## config.mk

```make
export PLATFORM = sky130hd
export DESIGN_NAME = mem_access_stage
export DESIGN_NICKNAME = d
export VERILOG_FILES = /design/src/rtl/mem_stage_pkg.sv /design/src/rtl/mem_req_timer.sv /design/src/rtl/mem_access_stage.sv
export SDC_FILE = /design/constraint.sdc
export NUM_CORES = 1
export LEC_CHECK = 0
export BUFFER_PORTS_ARGS = -buffer_cell sky130_fd_sc_hd__buf_4
export CORE_ASPECT_RATIO = 1.2
export CORE_UTILIZATION = 40
export DETAILED_ROUTE_END_ITERATION = 16
export PLACE_DENSITY = 0.65
export SYNTH_ARGS = -nofsm -noshare
export SYNTH_HDL_FRONTEND = slang
export SYNTH_HIERARCHICAL = 1
export SYNTH_SLANG_ARGS = --single-unit
```

## constraint.sdc

```tcl
create_clock -name clk -period 2.3 [get_ports clk]
set_input_delay 0.23 -clock clk [delete_from_list [all_inputs] [get_ports clk]]
set_output_delay 0.23 -clock clk [all_outputs]
set_load 0.02 [all_outputs]
```

## src/rtl/mem_stage_pkg.sv

```systemverilog
// Shared definitions for the MEM pipeline stage: state encoding, defaults
// and the word-alignment helper.
package mem_stage_pkg;

    typedef enum logic {
        IDLE   = 1'b0,
        ACCESS = 1'b1
    } mem_state_e;

    localparam int unsigned TIMEOUT_DEFAULT = 16;
    localparam logic [1:0]  ALIGN_MASK      = 2'b00;

    function automatic logic is_aligned(input logic [1:0] i_low_bits);
        return i_low_bits == ALIGN_MASK;
    endfunction

endpackage

```

## src/rtl/mem_req_timer.sv

```systemverilog
// Cycle counter for an outstanding memory request; o_Tc flags the last
// cycle the stage is allowed to wait for an ack.
module mem_req_timer #(
    parameter int unsigned TIMEOUT = 16,
    parameter int unsigned CNT_W   = 5
) (
    input  logic clk,
    input  logic reset,
    input  logic i_Clear,
    input  logic i_En,
    output logic o_Tc
);

    logic [CNT_W-1:0] r_count;

    always_ff @(posedge clk) begin
        if (!reset) begin
            r_count <= '0;
        end else if (i_Clear) begin
            r_count <= '0;
        end else if (i_En) begin
            r_count <= r_count + CNT_W'(1);
        end
    end

    assign o_Tc = (r_count == CNT_W'(TIMEOUT - 1));

endmodule

```

## src/rtl/mem_access_stage.sv

```systemverilog
// MEM stage: word loads/stores over a req/ack handshake with timeout and
// misalignment detection, feeding the registered write-back bundle.
module mem_access_stage
    import mem_stage_pkg::*;
#(
    parameter int unsigned ADDR_W  = 32,
    parameter int unsigned TIMEOUT = TIMEOUT_DEFAULT,
    parameter int unsigned CNT_W   = 5
) (
    input  logic              clk,
    input  logic              reset,
    input  logic              i_Valid,
    input  logic [31:0]       i_Pc,
    input  logic              i_Sig_Mem_Read,
    input  logic              i_Sig_Mem_Write,
    input  logic              i_Sig_Write_Back_Enable,
    input  logic [31:0]       i_Alu_Result,
    input  logic [31:0]       i_Val_Rm,
    input  logic [3:0]        i_Destination,
    output logic              o_Stall,
    output logic              o_Mem_Req,
    output logic              o_Mem_We,
    output logic [ADDR_W-1:0] o_Mem_Addr,
    output logic [31:0]       o_Mem_Wdata,
    input  logic              i_Mem_Ack,
    input  logic [31:0]       i_Mem_Rdata,
    output logic [31:0]       o_Pc,
    output logic              o_Sig_Write_Back_Enable,
    output logic [31:0]       o_Write_Back_Value,
    output logic [3:0]        o_Destination,
    output logic              o_Mem_Error
);

    mem_state_e        r_state, w_state_nxt;
    logic              r_req, w_req_nxt;
    logic              r_we, w_we_nxt;
    logic [ADDR_W-1:0] r_addr, w_addr_nxt;
    logic [31:0]       r_wdata, w_wdata_nxt;
    logic [31:0]       r_pc, w_pc_nxt;
    logic              r_wb_en, w_wb_en_nxt;
    logic [31:0]       r_wb_val, w_wb_val_nxt;
    logic [3:0]        r_dest, w_dest_nxt;
    logic              r_err, w_err_nxt;
    logic [31:0]       r_lat_pc, w_lat_pc_nxt;
    logic [3:0]        r_lat_dest, w_lat_dest_nxt;
    logic              r_lat_wb, w_lat_wb_nxt;

    logic w_mem_op, w_aligned, w_accept, w_tc;

    assign w_mem_op  = i_Sig_Mem_Read | i_Sig_Mem_Write;
    assign w_aligned = is_aligned(i_Alu_Result[1:0]);
    assign w_accept  = (r_state == IDLE) && i_Valid && w_mem_op && w_aligned;
    // Stall is forced low while reset is asserted so every output reads 0.
    assign o_Stall   = reset && ((r_state == ACCESS) || w_accept);

    mem_req_timer #(
        .TIMEOUT (TIMEOUT),
        .CNT_W   (CNT_W)
    ) u_timer (
        .clk     (clk),
        .reset   (reset),
        .i_Clear (w_accept),
        .i_En    ((r_state == ACCESS) && !i_Mem_Ack),
        .o_Tc    (w_tc)
    );

    always_comb begin
        w_state_nxt    = r_state;
        w_req_nxt      = r_req;
        w_we_nxt       = r_we;
        w_addr_nxt     = r_addr;
        w_wdata_nxt    = r_wdata;
        w_pc_nxt       = r_pc;
        w_wb_en_nxt    = 1'b0;
        w_wb_val_nxt   = r_wb_val;
        w_dest_nxt     = r_dest;
        w_err_nxt      = 1'b0;
        w_lat_pc_nxt   = r_lat_pc;
        w_lat_dest_nxt = r_lat_dest;
        w_lat_wb_nxt   = r_lat_wb;
        unique case (r_state)
            IDLE: begin
                if (i_Valid) begin
                    if (!w_mem_op) begin
                        w_pc_nxt     = i_Pc;
                        w_wb_val_nxt = i_Alu_Result;
                        w_dest_nxt   = i_Destination;
                        w_wb_en_nxt  = i_Sig_Write_Back_Enable;
                    end else if (!w_aligned) begin
                        w_pc_nxt     = i_Pc;
                        w_wb_val_nxt = i_Alu_Result;
                        w_dest_nxt   = i_Destination;
                        w_err_nxt    = 1'b1;
                    end else begin
                        w_state_nxt    = ACCESS;
                        w_req_nxt      = 1'b1;
                        w_we_nxt       = i_Sig_Mem_Write;
                        w_addr_nxt     = ADDR_W'(i_Alu_Result);
                        w_wdata_nxt    = i_Val_Rm;
                        w_lat_pc_nxt   = i_Pc;
                        w_lat_dest_nxt = i_Destination;
                        w_lat_wb_nxt   = i_Sig_Write_Back_Enable;
                    end
                end
            end
            ACCESS: begin
                // Ack takes priority over a coincident timeout.
                if (i_Mem_Ack) begin
                    w_state_nxt = IDLE;
                    w_req_nxt   = 1'b0;
                    w_pc_nxt    = r_lat_pc;
                    w_dest_nxt  = r_lat_dest;
                    if (!r_we) begin
                        w_wb_val_nxt = i_Mem_Rdata;
                        w_wb_en_nxt  = r_lat_wb;
                    end
                end else if (w_tc) begin
                    w_state_nxt = IDLE;
                    w_req_nxt   = 1'b0;
                    w_err_nxt   = 1'b1;
                    w_pc_nxt    = r_lat_pc;
                    w_dest_nxt  = r_lat_dest;
                end
            end
            default: w_state_nxt = IDLE;
        endcase
    end

    always_ff @(posedge clk) begin
        if (!reset) begin
            r_state    <= IDLE;
            r_req      <= 1'b0;
            r_we       <= 1'b0;
            r_addr     <= '0;
            r_wdata    <= '0;
            r_pc       <= '0;
            r_wb_en    <= 1'b0;
            r_wb_val   <= '0;
            r_dest     <= '0;
            r_err      <= 1'b0;
            r_lat_pc   <= '0;
            r_lat_dest <= '0;
            r_lat_wb   <= 1'b0;
        end else begin
            r_state    <= w_state_nxt;
            r_req      <= w_req_nxt;
            r_we       <= w_we_nxt;
            r_addr     <= w_addr_nxt;
            r_wdata    <= w_wdata_nxt;
            r_pc       <= w_pc_nxt;
            r_wb_en    <= w_wb_en_nxt;
            r_wb_val   <= w_wb_val_nxt;
            r_dest     <= w_dest_nxt;
            r_err      <= w_err_nxt;
            r_lat_pc   <= w_lat_pc_nxt;
            r_lat_dest <= w_lat_dest_nxt;
            r_lat_wb   <= w_lat_wb_nxt;
        end
    end

    assign o_Mem_Req               = r_req;
    assign o_Mem_We                = r_we;
    assign o_Mem_Addr              = r_addr;
    assign o_Mem_Wdata             = r_wdata;
    assign o_Pc                    = r_pc;
    assign o_Sig_Write_Back_Enable = r_wb_en;
    assign o_Write_Back_Value      = r_wb_val;
    assign o_Destination           = r_dest;
    assign o_Mem_Error             = r_err;

endmodule

```

==> impl_metrics.py <==
metrics = {
    "status": {
        "status": "complete, no violations",
    },
    "grt": {
        "grt_pass1_vias": 7422,
        "grt_pass1_wl_um": 40400,
        "grt_max_degree": 105,
        "antenna_found_initial": 0,
        "grt_usage_pct": 23.8,
        "overflow": 0,
    },
    "cts": {
        "cts_inserted_buffers": 17,
        "clockBufferDepth": 2,
        "clock-root-buffer": "clkbuf_16",
        "clkSinkCount": 179,
        "cts_tree": "built",
        "clk_latency_ns": 0.43,
        "h-tree-depth": 4,
        "cts_setup_buffers": 0,
        "worst_setup_hold_path_clk_slew_ns": 0.07,
        "cts-hold-fix-buffers": 0,
        "cts_resized": 0,
    },
    "routing": {
        "drt_first_pass_iters": 5,
        "drt_iter0_drc": 436,
        "drcViolationCount": 0,
        "routedWlPerCell_um": 18.5,
        "ant_nets": 0,
        "viasPerCell": 5.54,
        "vias": 7673,
        "drt_wl_total_um": 25600,
    },
    "hold_path": {
        "hp-class": "primary input to flop",
        "min_from": "i_Val_Rm[11]",
    },
    "final_layout": {
        "final_nets": 1249,
        "multi_input_area_sq_um": 4180,
        "register_area_sq_um": 3590,
        "area.growth.synth_to_final_pct": 33.0,
        "drive_gt1_share_pct": 35.5,
        "fillers": 1885,
        "n_antenna_cell": 0,
        "fin_cells": 1386,
    },
    "critical_path": {
        "critical_path_class": "flop to output port",
        "critical_path.cell_chain": "nor2b_4 > nand3_1 > inv_1 > o21a_1 > buf_4",
        "crit_path_start_kind": "flop",
        "required_ns": 2.07,
        "critPathSlowestCell": "dfxtp_4",
        "cp_max_fo": 24,
        "crit_family": "flip-flops",
        "reg2reg_from": "u_timer/r_count[0]",
        "cp-startpoint": "r_state",
        "cp-end-kind": "output port",
        "slowest_delay_ns": 0.46,
        "arrival_ns": 1.81,
        "timing.critical_path.buf_inv": 2,
    },
    "logic_synthesis": {
        "netlist_top_cells_count": "dfxtp_1 (179), nand2_1 (136), a21oi_1 (103)",
        "synth_seq_area_share_pct": 43.5,
        "syn_area_sq_um": 8240,
        "syn_avg_cell_area_sq_um": 9.10,
        "yosys_warnings": 6,
        "synth.area.top_cells": "dfxtp_1 (44%), o31ai_1 (9.1%), mux2i_1 (8.5%)",
        "synthCells": 905,
        "synth_edf_count": 0,
        "async_reset_ff_share_pct": 0,
        "yosysMostFrequentCell": "dfxtp_1",
        "ys_ff_latch": 179,
        "synth_ff_type": "dfxtp_1",
        "syn_nets": 1046,
        "ys_types": 33,
        "synth_largest_area_cell": "dfxtp_1",
        "synth_top_area_share_pct": 43.5,
    },
    "timing": {
        "slew_headroom_pct": 58.0,
        "fmax_mhz": 491,
        "fin_crit_ns": 2.04,
        "finalHoldViolations": 0,
        "tightestPinTransition_ns": 0.630,
        "setup_violations": 0,
        "rsz0062_at_grt": "no",
        "finalMaxSlewViolations": 0,
        "whs_ns": 0.0570,
        "finClkSkew_ns": 0.00991,
        "layout_worst_path_cycle_share_pct": 88.6,
        "finalSetupTns_ns": 0,
    },
    "placed_design": {
        "dp_hpwl_um": 16100,
        "place_congestion": 0.785,
        "port_buffers": 275,
        "place_inst": 1354,
    },
    "floorplan": {
        "initial_utilization_pct": 40.8,
        "die_x_um": 133,
        "die_y_um": 159,
        "dieArea_sq_um": 21200,
        "ios": 276,
        "core_sq_um": 20200,
        "fp-row-count": 57,
    },
    "power": {
        "finalPower_uw": 7390,
        "irDropWorstVdd_mv": 0.478,
        "power_density_nw_per_um2": 675,
        "p_leak_uw": 0.00461,
    },
    "job": {
        "cap_violations": 0,
    },
}
## path summary, 6_finish.rpt
| kind | endpoint | slack, ns | cells after the start |
|---|---|---|---|
| worst max register to register | o_Pc[24] | 0.37 | 7 |
| worst min-delay path | o_Mem_Wdata[11] | 0.06 | 3 |
| worst min register to register | o_Destination[1] | 0.46 | 2 |
| worst max-delay path | o_Stall | 0.26 | 5 |
## per-layer routing
layer | share of wire, % | wire [um] | GRT usage (%)
met1 | 43 | 10900 | 30.1
met2 | 49 | 12500 | 39.0
met3 | 6.7 | 1700 | 6.97
met4 | 1.9 | 476 | 7.05
met5 | 0 | 0 | 0
## sequential cells by signal, indices dropped and copies added, names as in the netlist
| name | flops |
|---|---|
| o_Write_Back_Value | 32 |
| o_Mem_We | 1 |
| u_timer/r_count | 5 |
| o_Mem_Error | 1 |
| o_Mem_Addr | 32 |
| o_Mem_Wdata | 32 |
| r_state | 1 |
| o_Pc | 32 |
| o_Sig_Write_Back_Enable | 1 |
| r_lat_wb | 1 |
| o_Mem_Req | 1 |
| o_Destination | 4 |
| r_lat_dest | 4 |
| r_lat_pc | 32 |
## cells in the final DEF, fill, tap and decap left out, types with 2 or more instances in the layout
| cell type | netlist | layout |
|---|---|---|
| nand3b_1 | 2 | 2 |
| clkbuf_8 | 0 | 4 |
| a21oi_1 | 103 | 103 |
| nand2_1 | 136 | 136 |
| nand3_1 | 2 | 2 |
| buf_12 | 0 | 6 |
| or2_4 | 0 | 2 |
| mux2_2 | 61 | 61 |
| buf_4 | 0 | 289 |
| inv_6 | 0 | 3 |
| nand2b_1 | 4 | 3 |
| a32oi_1 | 2 | 2 |
| o32ai_4 | 1 | 2 |
| ha_1 | 2 | 2 |
| nor2_4 | 0 | 2 |
| o21a_1 | 2 | 2 |
| and3_1 | 3 | 3 |
| clkinv_2 | 0 | 6 |
| inv_1 | 2 | 2 |
| clkinv_4 | 0 | 2 |
| o31ai_1 | 100 | 100 |
| dfxtp_1 | 179 | 178 |
| mux2_1 | 7 | 7 |
| nor2_1 | 6 | 5 |
| nand4_1 | 100 | 100 |
| mux2i_1 | 70 | 70 |
| clkbuf_16 | 0 | 17 |
## power breakdown
group          leakage [uW]  switching (uW)  internal, uW  total (uW)
Sequential          0.00146            81.0          3240        3320
Clock              0.000280            1280          1500        2780
Combinational       0.00287             732           558        1290
Total               0.00461            2090          5310        7390
## worst register-to-register path, delay by kind of cell (launching register included)
family                     cells  cell delay [ns]
AOI/OAI and AO/OA              2             0.33
adders and majority gates      2             0.43
buffers and inverters          1             0.30
DFF                            1             0.33
muxes                          1             0.28
and+or+nand+nor                1             0.19
## layout make-up
| cell class | instances | area share (%) |
|---|---|---|
| Timing Repair Buffer | 295 | 20.9 |
| Clock inverter | 11 | 0.697 |
| Inverter | 3 | 0.114 |
| Multi-Input combinational cell | 612 | 38.1 |
| Tap cell | 265 | 3.03 |
| Clock buffer | 21 | 4.38 |
| Sequential cell | 179 | 32.7 |
## cell families after synthesis
logic type,synth area share (%)
AOI/OAI and AO/OA,16.5
xor gates and xnor gates,0.106
adders and majority gates,0.304
buffers and inverters,6.27
DFF,43.5
muxes,17.8
and+or+nand+nor,15.5
## stage by stage
| stage | utilization (%) | area, sq um | setup WS (ns) |
|---|---|---|---|
| after CTS | 54.3 | 11000 | 0.212 |
| after global placement | 51.5 | 10400 | 0.441 |
| after global routing | 54.3 | 11000 | 0.105 |
| after detailed placement | 51.5 | 10400 | 0.388 |
| after floorplan | - | 8240 | 0.554 |
| final | 54.3 | 11000 | 0.263 |
Note: power is estimated with default switching activity, not from simulation.
